===== src/rtl/reg_bank.sv =====
// reg_bank: DEPTH x WIDTH register array with one write/increment port, two
// combinational read ports, optional write-through bypass and a bitmap of
// entries written since the last reset or clear.
module reg_bank #(
  parameter int unsigned          WIDTH     = 16,
  parameter int unsigned          DEPTH     = 8,
  parameter logic [WIDTH-1:0]     RESET_VAL = '0,
  parameter int unsigned          BYPASS    = 1,
  localparam int unsigned         AW        = $clog2(DEPTH)
) (
  input  logic             clk,
  input  logic             rst_n,
  input  logic [WIDTH-1:0] in,
  input  logic             load,
  input  logic             inc,
  input  logic [AW-1:0]    waddr,
  input  logic             clear,
  input  logic [AW-1:0]    raddr_a,
  input  logic [AW-1:0]    raddr_b,
  output logic [WIDTH-1:0] out_a,
  output logic [WIDTH-1:0] out_b,
  output logic [DEPTH-1:0] written
);

  // DEPTH need not be a power of two, so some addresses may point past the array.
  localparam logic [AW:0] DEPTH_L = (AW+1)'(DEPTH);

  logic [WIDTH-1:0] mem_q [DEPTH];
  logic [WIDTH-1:0] mem_d [DEPTH];
  logic [DEPTH-1:0] written_q;
  logic [DEPTH-1:0] written_d;

  logic             waddr_ok;
  logic             wr_en;
  logic [WIDTH-1:0] cur_w;
  logic [WIDTH-1:0] next_val;
  logic [WIDTH-1:0] rd_a;
  logic [WIDTH-1:0] rd_b;

  assign waddr_ok = ({1'b0, waddr} < DEPTH_L);
  // An out-of-range write address turns load/inc into a no-op everywhere,
  // including the bypass path and the written bitmap.
  assign wr_en    = (load || inc) && waddr_ok;

  // Look up the addressed entry and form the value that will be stored.
  always_comb begin
    // NOTE: every combinational output gets a default before any branch so no latch is inferred.
    cur_w = '0;
    for (int i = 0; i < int'(DEPTH); i++) begin
      if (waddr == AW'(i)) cur_w = mem_q[i];
    end
    // Load has priority over increment; the adder wraps silently.
    next_val = load ? in : cur_w + WIDTH'(1);
  end

  // Next-state for the storage array and the written bitmap.
  always_comb begin
    mem_d     = mem_q;
    written_d = clear ? '0 : written_q;
    if (wr_en) begin
      for (int i = 0; i < int'(DEPTH); i++) begin
        if (waddr == AW'(i)) begin
          mem_d[i]     = next_val;
          // Setting after the clear makes set win over clear in the same cycle.
          written_d[i] = 1'b1;
        end
      end
    end
  end

  // State registers with synchronous active-low reset.
  always_ff @(posedge clk) begin
    if (!rst_n) begin
      // NOTE: each entry is reset explicitly because RESET_VAL must be readable after reset; this keeps the array in flops rather than RAM.
      for (int i = 0; i < int'(DEPTH); i++) mem_q[i] <= RESET_VAL;
      written_q <= '0;
    end else begin
      // NOTE: sequential state uses non-blocking assignments so every register samples pre-edge values.
      mem_q     <= mem_d;
      written_q <= written_d;
    end
  end

  // Read ports: stored contents (0 past DEPTH), overridden by the bypass value.
  always_comb begin
    rd_a = '0;
    rd_b = '0;
    for (int i = 0; i < int'(DEPTH); i++) begin
      if (raddr_a == AW'(i)) rd_a = mem_q[i];
      if (raddr_b == AW'(i)) rd_b = mem_q[i];
    end
    if ((BYPASS != 0) && rst_n && wr_en) begin
      if (raddr_a == waddr) rd_a = next_val;
      if (raddr_b == waddr) rd_b = next_val;
    end
  end

  assign out_a   = rd_a;
  assign out_b   = rd_b;
  assign written = written_q;

endmodule


===== config.mk =====
export PLATFORM = sky130hd
export DESIGN_NAME = reg_bank
export DESIGN_NICKNAME = d
export VERILOG_FILES = /design/src/rtl/reg_bank.sv
export SDC_FILE = /design/constraint.sdc
export NUM_CORES = 1
export LEC_CHECK = 0
export BUFFER_PORTS_ARGS = -buffer_cell sky130_fd_sc_hd__buf_2
export CAP_MARGIN = 40
export CORE_ASPECT_RATIO = 1.2
export CORE_MARGIN = 2
export CORE_UTILIZATION = 58
export CTS_CLUSTER_SIZE = 10
export DETAILED_ROUTE_END_ITERATION = 7
export PLACE_DENSITY = 0.77
export SETUP_SLACK_MARGIN = 0.3
export SYNTH_ARGS = -nofsm -noshare
export SYNTH_HDL_FRONTEND = slang
export SYNTH_SLANG_ARGS = --single-unit

===== constraint.sdc =====
create_clock -name clk -period 5.3 [get_ports clk]
set_input_delay 1.06 -clock clk [delete_from_list [all_inputs] [get_ports clk]]
set_output_delay 1.06 -clock clk [all_outputs]
set_load 0.05 [all_outputs]

==> results.ini <==
[synthesis]
synth_top_family_by_area = compound AO/OA/AOI/OAI gates
seq_area_frac_synth = 0.302
synth_mux_area_frac = 0.162
ys_types = 75
synthTopCellsByArea = dfxtp_1 (30%), mux4_2 (8.7%), a21oi_1 (5.3%)
yosysWarnings = 0
yosysTopAreaCellShare = 0.302
synth_top_area_cell = dfxtp_1
synth-async-reset-ratio = 0
synth_xor_area_frac = 0.0135
synth_top_flop_cell = dfxtp_1
synthAdderAreaFrac = 0.00139
synthSimpleGateAreaFrac = 0.182
synth_compound_area_frac = 0.286
synth_seq_cells = 136
syn_area_per_cell_um2 = 8.41
synth_edf_count = 0
synth_cells = 1071
syn-num-nets = 1102
synth_area_um2 = 9010

[timing]
fin_worst_skew_ps = 13.3
tns_ps = 0
max_slew_margin = 0.425
fmax_ghz = 0.206
period_needed_ps = 4860
finalCritPeriodShare = 0.916
hold_viol_final = 0
finalSetupViolations = 0
slew_viol_final = 0
rsz0062_at_grt = yes
worst_pin_slew_ps = 863

[layout]
syn2layout_area_growth_pct = 14.1
antenna_cells = 0
drive_above_1_share = 0.211
final_common_cell = dfxtp_1
nets = 1143
layout_common_cells = dfxtp_1 (136), nand2_1 (113), a21oi_1 (96)
post-route-util = 0.682

[worst_setup_path]
max_stage_delay_ps = 320
r2r_cells = 9
r2r-end = mem_q[46]
arrival_ps = 3800
cp_top_family = buffers and inverters
critPathKind = in2out
rr_startpoint = mem_q[1]
crit_path_end_kind = output port
r2r_slack_ps = 2700
cp_common_cell = clkbuf_4
cp.buffers_inverters = 4
cp_slowest_cell = xnor2_2
crit_required_ps = 4240
critPathLaunchType = input port
path_max_fanout = 31
critical_path.cell_chain = clkbuf_4, buf_12, or2_2, o22ai_1, o31a_1, nor4_2, buf_4, nand4b_1, xnor2_2, mux2i_4, a21oi_1, clkbuf_4

[clocking]
hold_buffers = 0
cts.sinks = 136
cts_root_buf = clkbuf_16
h-tree-depth = 4
cts_tree = done
cts_max_path_buffers = 2
clk_pin_slew_ps = 60
numCtsBuffers = 17
clock_latency_ps = 440

[worst_hold_path]
whs_path_depth = 2
hold_end = written[2]
min-delay-start = written[2]
holdCritPathClass = reg2reg

[global_routing]
gr-total-overflow = 0
first_global_vias = 8764
antenna_found_initial = 1
grt_pass1_wl_mm = 50.1
grt_use_total = 0.394
grt_max_degree = 85

[power_and_ir_drop]
power_density_nw_per_um2 = 298
power.switching_uw = 914
clockPowerShare = 0.449
ir_drop_mv = 0.224
p_seq_frac = 0.360
p_int_uw = 2150
swShare = 0.298
p_comb_frac = 0.190
power_leakage_uw = 0.00416

[run]
cap_violations = 0

[detailed_routing]
drcViolationCount = 0
drtPass1Iterations = 7
drt_iter0_drc = 1295
vias = 9331
wl_mm = 32.8
via_per_inst = 7.02
drtAntennaViolNets = 0
wl_per_cell_um = 24.7

[place]
dpl.hpwl_mm = 21.7
globalplace.congestion = 0.971
port_buffers = 69

[floorplanning]
die-width_um = 118
initial_core_util = 0.597
core_area_um2 = 15100
num_io_pins = 70
die_h_um = 141
die_area_um2 = 16600
rows = 49

[outcome]
status = finished clean

==> cell usage after synthesis (3+ instances only) <==
cell type,instances
buf_2,10
clkbuf_1,65
or2_2,3
a22o_1,24
o211ai_2,3
o21ai_1,28
mux4_2,35
mux2i_1,43
nor2b_1,21
nor3_1,6
and3_4,4
o21a_1,13
nand2b_1,20
nand2_1,113
nand3b_1,3
buf_4,3
a211oi_1,16
xor2_1,7
a21oi_1,96
nand3_1,62
nor2_1,66
xnor2_1,5
inv_1,4
o31ai_1,9
mux2_2,15
o32ai_1,3
a22oi_1,3
a21boi_0,16
and3_1,13
dfxtp_1,136
o22ai_1,10
a31oi_1,17
o211a_1,25
o221ai_1,21
o21ai_0,87
buf_6,5
and2_1,5
buf_1,11
==> worst reg2reg max path, stage by stage (launching register included) <==
cell and delay, ps:
dfxtp_1 370, mux4_2 480, o32ai_1 200, inv_1 110
ha_1 240, and3_1 190, and3_4 190, a2bb2oi_1 240
a2bb2oi_4 330, a21oi_1 130
==> cell families (layout without fill, tap and decap cells) <==
kind of cell | count (synthesis) | count (layout)
AO/OA/AOI/OAI | 388 | 388
AND/OR/NAND/NOR | 332 | 332
flip-flops | 136 | 136
buffers and inverters | 103 | 157
multiplexers | 98 | 98
XOR/XNOR | 13 | 13
adder cells (fa/ha/maj) | 1 | 1
==> through the flow <==
stage	setup slack [ps]	hold slack (ps)	total power [uW]	std cells	cell area, um2
5_1_grt	262	509	3140	1329	10300
6_report	445	479	3060	1329	10300
2_1_floorplan	322	456	1520	1071	9010
4_1_cts	331	480	3040	1328	10200
3_3_place_gp	293	465	1670	1295	9540
3_5_place_dp	321	470	1680	1296	9550
==> cell type report <==
class,count,area [um2]
clock buffer,22,494
clock inverter,10,189
fill,1270,4800
inverter,7,28.8
multi-input combinational,832,5840
sequential,136,2720
tap,204,255
timing repair buffer,118,749
==> power by group through the flow <==
stage / logic (uW) / registers [uW] / clock network [uW]
2_1_floorplan: 401 / 1110 / 0
3_3_place_gp: 552 / 1120 / 0
3_5_place_dp: 558 / 1120 / 0
4_1_cts: 562 / 1100 / 1380
5_1_grt: 611 / 1110 / 1420
6_report: 583 / 1100 / 1380
==> worst max path at each step <==
stage | startpoint | end | cells past startpoint
after floorplan | waddr[1] | out_a[8] | 11
after global placement | waddr[2] | out_a[10] | 11
after detailed placement | waddr[2] | out_a[10] | 11
after CTS | waddr[2] | out_a[10] | 11
after global routing | waddr[2] | out_a[10] | 13
final | waddr[1] | out_a[10] | 12
==> repair_timing <==
| action | 4_1_cts | 5_1_grt |
|---|---|---|
| hold endpoints to repair | 0 | 0 |
| gates resized for setup | 0 | 8 |
| buffers inserted | 0 | 1 |
| endpoints found under the setup margin | 0 | 12 |
==> sequential cells by signal (all words and copies together) (netlist names) <==
register and cells:
mem_q 128, written 8
==> routing by layer <==
layer,vias to the layer above,GRT usage,share of wire
li1,4087,-,-
met3,185,0.101,0.12
met2,751,0.602,0.44
met4,0,0.258,0.071
met5,-,0.00893,0
met1,4308,0.493,0.37
Note: power is estimated with default switching activity, not from simulation.
